[config.mk]
export PLATFORM = sky130hd
export DESIGN_NAME = cameralink_frame_gen
export DESIGN_NICKNAME = d
export VERILOG_FILES = /design/src/rtl/cameralink_frame_gen.sv
export SDC_FILE = /design/constraint.sdc
export NUM_CORES = 1
export LEC_CHECK = 0
export CORE_MARGIN = 2
export CORE_UTILIZATION = 55
export CTS_CLUSTER_SIZE = 12
export DETAILED_ROUTE_END_ITERATION = 16
export HOLD_SLACK_MARGIN = 0.06
export PLACE_DENSITY = 0.83
export SYNTH_ARGS = -nofsm -noshare
export SYNTH_HDL_FRONTEND = slang
export SYNTH_SLANG_ARGS = --single-unit
export TNS_END_PERCENT = 10
[constraint.sdc]
create_clock -name CLOCK -period 4.33 [get_ports CLOCK]
set_input_delay 1.299 -clock CLOCK [delete_from_list [all_inputs] [get_ports CLOCK]]
set_output_delay 1.299 -clock CLOCK [all_outputs]
set_load 0.05 [all_outputs]
[src/rtl/cameralink_frame_gen.sv]
// CameraLink frame generator: turns a stallable 24-bit pixel source into
// FVV/LVV/VCE framed video, started on request or free-running.
module cameralink_frame_gen #(
    parameter int WIDTH  = 640,
    parameter int HEIGHT = 480,
    parameter int FSETUP = 2,
    parameter int HBLANK = 16,
    parameter int VBLANK = 4
) (
    input  logic        CLOCK,
    input  logic        RESET,
    input  logic        cam_enable,
    input  logic        cam_request,
    input  logic        continuous,
    input  logic [23:0] pix_rgb,
    input  logic        pix_stall,
    output logic        pix_take,
    output logic        FVV,
    output logic        LVV,
    output logic        VCE,
    output logic [7:0]  red,
    output logic [7:0]  green,
    output logic [7:0]  blue,
    output logic        frame_done,
    output logic [15:0] line_count
);

    typedef enum logic [2:0] {
        ST_IDLE   = 3'd0,
        ST_SETUP  = 3'd1,
        ST_ACTIVE = 3'd2,
        ST_HBLANK = 3'd3,
        ST_VBLANK = 3'd4
    } state_t;

    // Terminal counts: every phase counter runs 0 .. N-1.
    localparam logic [15:0] WIDTH_LAST  = 16'(WIDTH - 1);
    localparam logic [15:0] HEIGHT_LAST = 16'(HEIGHT - 1);
    localparam logic [15:0] FSETUP_LAST = 16'(FSETUP - 1);
    localparam logic [15:0] HBLANK_LAST = 16'(HBLANK - 1);
    localparam logic [15:0] VBLANK_LAST = 16'(VBLANK - 1);

    state_t      state_r;
    state_t      state_nx_s;
    logic [15:0] phase_cnt_r;
    logic [15:0] phase_cnt_nx_s;
    logic [15:0] pix_cnt_r;
    logic [15:0] pix_cnt_nx_s;
    logic [15:0] line_r;
    logic [15:0] line_nx_s;
    logic        req_prev_r;
    logic        req_pending_r;
    logic        req_edge_s;
    logic        start_s;
    logic        take_s;
    logic        fvv_nx_s;
    logic        lvv_nx_s;
    logic        fvv_r;
    logic        lvv_r;
    logic        vce_r;
    logic        frame_done_r;
    logic [7:0]  red_r;
    logic [7:0]  green_r;
    logic [7:0]  blue_r;

    // Source handshake: pixels are consumed only while a line is being driven.
    always_comb begin
        take_s = 1'b0;
        if (state_r == ST_ACTIVE) begin
            take_s = ~pix_stall;
        end else begin
            take_s = 1'b0;
        end
    end

    assign req_edge_s = cam_request & ~req_prev_r;

    // Next-state and counter update logic.
    always_comb begin
        state_nx_s     = state_r;
        phase_cnt_nx_s = phase_cnt_r;
        pix_cnt_nx_s   = pix_cnt_r;
        line_nx_s      = line_r;
        start_s        = 1'b0;
        case (state_r)
            ST_IDLE: begin
                if (cam_enable && (req_pending_r || continuous)) begin
                    state_nx_s     = ST_SETUP;
                    phase_cnt_nx_s = 16'd0;
                    start_s        = 1'b1;
                end else begin
                    state_nx_s = ST_IDLE;
                end
            end
            ST_SETUP: begin
                if (phase_cnt_r == FSETUP_LAST) begin
                    state_nx_s     = ST_ACTIVE;
                    phase_cnt_nx_s = 16'd0;
                    pix_cnt_nx_s   = 16'd0;
                    line_nx_s      = 16'd0;
                end else begin
                    phase_cnt_nx_s = phase_cnt_r + 16'd1;
                end
            end
            ST_ACTIVE: begin
                // Stalled cycles simply hold the line open.
                if (take_s) begin
                    if (pix_cnt_r == WIDTH_LAST) begin
                        pix_cnt_nx_s   = 16'd0;
                        phase_cnt_nx_s = 16'd0;
                        if (line_r < HEIGHT_LAST) begin
                            state_nx_s = ST_HBLANK;
                        end else begin
                            state_nx_s = ST_VBLANK;
                        end
                    end else begin
                        pix_cnt_nx_s = pix_cnt_r + 16'd1;
                    end
                end else begin
                    pix_cnt_nx_s = pix_cnt_r;
                end
            end
            ST_HBLANK: begin
                if (phase_cnt_r == HBLANK_LAST) begin
                    state_nx_s     = ST_ACTIVE;
                    phase_cnt_nx_s = 16'd0;
                    line_nx_s      = line_r + 16'd1;
                end else begin
                    phase_cnt_nx_s = phase_cnt_r + 16'd1;
                end
            end
            ST_VBLANK: begin
                if (phase_cnt_r == VBLANK_LAST) begin
                    state_nx_s     = ST_IDLE;
                    phase_cnt_nx_s = 16'd0;
                end else begin
                    phase_cnt_nx_s = phase_cnt_r + 16'd1;
                end
            end
            default: begin
                state_nx_s     = ST_IDLE;
                phase_cnt_nx_s = 16'd0;
                pix_cnt_nx_s   = 16'd0;
            end
        endcase
    end

    // Timing strobes decoded from the next state so they register in step with it.
    always_comb begin
        fvv_nx_s = 1'b0;
        lvv_nx_s = 1'b0;
        case (state_nx_s)
            ST_SETUP:  fvv_nx_s = 1'b1;
            ST_ACTIVE: begin
                fvv_nx_s = 1'b1;
                lvv_nx_s = 1'b1;
            end
            ST_HBLANK: fvv_nx_s = 1'b1;
            ST_IDLE:   fvv_nx_s = 1'b0;
            ST_VBLANK: fvv_nx_s = 1'b0;
            default: begin
                fvv_nx_s = 1'b0;
                lvv_nx_s = 1'b0;
            end
        endcase
    end

    // State and counter registers.
    always_ff @(posedge CLOCK or posedge RESET) begin
        if (RESET) begin
            state_r     <= ST_IDLE;
            phase_cnt_r <= 16'd0;
            pix_cnt_r   <= 16'd0;
            line_r      <= 16'd0;
        end else begin
            state_r     <= state_nx_s;
            phase_cnt_r <= phase_cnt_nx_s;
            pix_cnt_r   <= pix_cnt_nx_s;
            line_r      <= line_nx_s;
        end
    end

    // Request edge capture; a fresh edge wins over the clear at frame start.
    always_ff @(posedge CLOCK or posedge RESET) begin
        if (RESET) begin
            req_prev_r    <= 1'b0;
            req_pending_r <= 1'b0;
        end else begin
            req_prev_r <= cam_request;
            if (req_edge_s) begin
                req_pending_r <= 1'b1;
            end else if (start_s) begin
                req_pending_r <= 1'b0;
            end else begin
                req_pending_r <= req_pending_r;
            end
        end
    end

    // Registered CameraLink outputs and pixel pipeline stage.
    always_ff @(posedge CLOCK or posedge RESET) begin
        if (RESET) begin
            fvv_r        <= 1'b0;
            lvv_r        <= 1'b0;
            vce_r        <= 1'b0;
            frame_done_r <= 1'b0;
            red_r        <= 8'd0;
            green_r      <= 8'd0;
            blue_r       <= 8'd0;
        end else begin
            fvv_r        <= fvv_nx_s;
            lvv_r        <= lvv_nx_s;
            vce_r        <= take_s;
            frame_done_r <= (state_nx_s == ST_VBLANK) && (state_r != ST_VBLANK);
            if (take_s) begin
                red_r   <= pix_rgb[7:0];
                green_r <= pix_rgb[15:8];
                blue_r  <= pix_rgb[23:16];
            end else begin
                red_r   <= red_r;
                green_r <= green_r;
                blue_r  <= blue_r;
            end
        end
    end

    assign pix_take   = take_s;
    assign FVV        = fvv_r;
    assign LVV        = lvv_r;
    assign VCE        = vce_r;
    assign frame_done = frame_done_r;
    assign red        = red_r;
    assign green      = green_r;
    assign blue       = blue_r;
    assign line_count = line_r;

endmodule

==> impl_metrics.json <==
{
  "outcome": "finished, final reports clean",
  "overflow": 0,
  "timing.hold.ws_ns": 0.510,
  "final_common_cell": "dfrtp_1",
  "cp.depth": 3,
  "hold_path_class": "register to register",
  "regArea_um2": 2030,
  "path_cells": "clkdlybuf4s50_1, nor2_2, buf_12",
  "leakage_nw": 2.13,
  "drcViolationCount": 0,
  "setup_ws_ns": 0.900,
  "area_growth_pct": 25.2,
  "r2r.worst_path.cells": 5,
  "post-dp-hpwl_mm": 6.67,
  "skew_ns": 0.0139,
  "core_area_um2": 7210,
  "hold_start": "req_pending_r",
  "dieArea_um2": 8140,
  "hold_buffers": 0,
  "h-tree-depth": 3,
  "drtIter0Drc": 211,
  "viasPerCell": 5.92,
  "antenna_found_initial": 0,
  "wl_per_cell_um": 16.1,
  "synth_top_area_cell": "dfrtp_1",
  "hold_depth": 1,
  "met1_usage_pct": 32.6,
  "antenna_left": 0,
  "port_buffers": 74,
  "cts_tree": "done",
  "clock.fmax_ghz": 0.292,
  "die_w_um": 90.2,
  "dp_slack_ns": 0.770,
  "grt_use_met3_pct": 3.86,
  "antenna_cells": 0,
  "synth_fp_nets": 439,
  "max_cap_viol_count": 0,
  "ys_seq_area_share_pct": 49.6,
  "clockRootBuffer": "clkbuf_8",
  "yosys-top-cells-area": "dfrtp_1 50%, mux2_2 6.9%, nand3_1 4.9%",
  "grt_max_degree": 82,
  "min_period_over_period_pct": 79.2,
  "fillers": 551,
  "critical_path_class": "input pin to primary output",
  "synth_edf_count": 0,
  "cellPowerDensity_nw_per_um2": 584,
  "cts_buffers": 9,
  "cp_slowest_cell": "clkdlybuf4s50_1",
  "postCtsSetupRepairBufs": 0,
  "crit_path_start_kind": "input pin",
  "post_cts_resized": 0,
  "setup_violations": 0,
  "worstMarginPinSlew_ns": 1.00,
  "placementRows": 31,
  "ys.flop_type": "dfrtp_1",
  "cp.required_ns": 3.03,
  "cp_max_fo": 3,
  "r2r_setup_slack_ns": 1.49,
  "cp_num_buf_inv": 2,
  "cp-startpoint": "pix_stall",
  "clock_path_buffers": 2,
  "met2_usage_pct": 40.2,
  "yosys_warnings": 0,
  "rsz0062_at_grt": "false",
  "io_pins": 75,
  "cts.reportedPaths.clkPinSlew_ns": 0.08,
  "layout.nets": 513,
  "multi_input_area_um2": 1930,
  "grt_busiest_layer": "met2",
  "clock_latency_ns": 0.35,
  "drive_above_1_share_pct": 12.8,
  "die_h_um": 90.2,
  "cpPeakStageDelay_ns": 0.47,
  "report.final.slew_viol_count": 0,
  "vias": 3454,
  "worstReg2RegStart": "phase_cnt_r[8]",
  "drt_first_pass_iters": 5,
  "crit_arrival_ns": 2.13,
  "grt_usage_pct": 24.5,
  "grt_pass1_wl_mm": 16.1,
  "avgSynthCellArea_um2": 10.1,
  "relSlewSlack_pct": 33.1,
  "crit_family": "buffers and inverters",
  "syn_area_um2": 4090,
  "yosys.area.top_type_share_pct": 49.6,
  "layout_min_cycle_time_ns": 3.43,
  "ir_worst_vdd_mv": 0.362,
  "grt_pass1_vias": 3350,
  "end_kind": "primary output",
  "yosys_register_bits": 81,
  "fin_setup_tns_ns": 0,
  "hold_violations": 0,
  "async_reset_ff_share_pct": 100,
  "netlist_instances": 405,
  "gp_congestion": 0.882,
  "final_cell_mix": "81 x dfrtp_1, 73 x clkdlybuf4s50_1, 40 x nand3_1",
  "cts_sinks": 81,
  "start_util_pct": 56.7,
  "r2r_end": "line_count[1]",
  "whs_endpoint": "req_pending_r",
  "ys_types": 52,
  "drt_wl_total_mm": 9.37
}
## stage by stage
stage | utilization [%] | instances | instance area (um^2) | total power [mW]
after floorplan | - | 405 | 4090 | 2.01
after global placement | 68.2 | 567 | 4920 | 2.41
after detailed placement | 68.2 | 567 | 4920 | 2.46
after CTS | 70.9 | 583 | 5120 | 3.01
after global routing | 70.9 | 583 | 5120 | 3.14
final | 70.9 | 583 | 5120 | 2.99
## worst max path at each step
| stage | end | slack (ns) |
|---|---|---|
| 2_1_floorplan | pix_take | 0.92 |
| 3_3_place_gp | pix_cnt_r[15] | 0.78 |
| 3_5_place_dp | pix_cnt_r[15] | 0.77 |
| 4_1_cts | pix_take | 0.90 |
| 5_1_grt | pix_take | 0.88 |
| 6_report | pix_take | 0.90 |
## cells by family after synthesis
family | after synthesis | synth area share, %
compound gates | 53 | 9.03
xor+xnor | 17 | 3.64
fa+ha+maj | 4 | 1.22
buf+inv | 31 | 3.37
flops | 81 | 49.6
mux | 30 | 8.14
simple gates | 189 | 25.0
## Yosys cell counts, types with 5 or more instances
| master | count |
|---|---|
| a21oi_1 | 13 |
| and3_1 | 10 |
| buf_2 | 5 |
| clkbuf_1 | 8 |
| dfrtp_1 | 81 |
| inv_1 | 16 |
| mux2_2 | 25 |
| nand2_1 | 35 |
| nand2b_1 | 5 |
| nand3_1 | 40 |
| nand4_1 | 10 |
| nor2_1 | 30 |
| nor3_1 | 7 |
| nor4_1 | 13 |
| o21ai_0 | 15 |
| o22ai_1 | 5 |
| or3_1 | 13 |
| xnor2_1 | 12 |
| xor2_1 | 5 |
## cell type report
type                       instances  share of cell area, %
clock buffer                      12                   2.84
clock inverter                     4                   1.03
inverter                          16                   1.20
multi-input combinational        293                   37.7
sequential                        81                   39.6
tap                               99                   2.42
timing repair buffer              78                   15.3
## worst register-to-register path, stage by stage (launching register included)
cell,delay [ns]
dfrtp_1,0.47
or4_4,0.63
or4_1,0.57
nor3_4,0.54
a21o_1,0.18
mux2_1,0.32
## flip-flops by register name, indices dropped and copies added (netlist names)
| register | cells |
|---|---|
| req_pending_r | 1 |
| FVV | 1 |
| blue | 8 |
| LVV | 1 |
| green | 8 |
| req_prev_r | 1 |
| frame_done | 1 |
| pix_cnt_r | 16 |
| phase_cnt_r | 16 |
| state_r | 3 |
| VCE | 1 |
| line_count | 16 |
| red | 8 |
## power by group
part | total [mW] | internal [mW] | leakage (nW) | switching, mW
sequential | 1.05 | 0.922 | 1.05 | 0.123
combinational | 1.39 | 0.504 | 0.975 | 0.883
clock | 0.555 | 0.284 | 0.101 | 0.271
## metal layers
metal | part of all wire (%) | vias to the layer above
met2 | 51 | 106
met3 | 4.6 | 22
li1 | - | 1619
met1 | 42 | 1707
met5 | 0 | -
met4 | 2.4 | 0
Power figures use the tool's default switching activity.
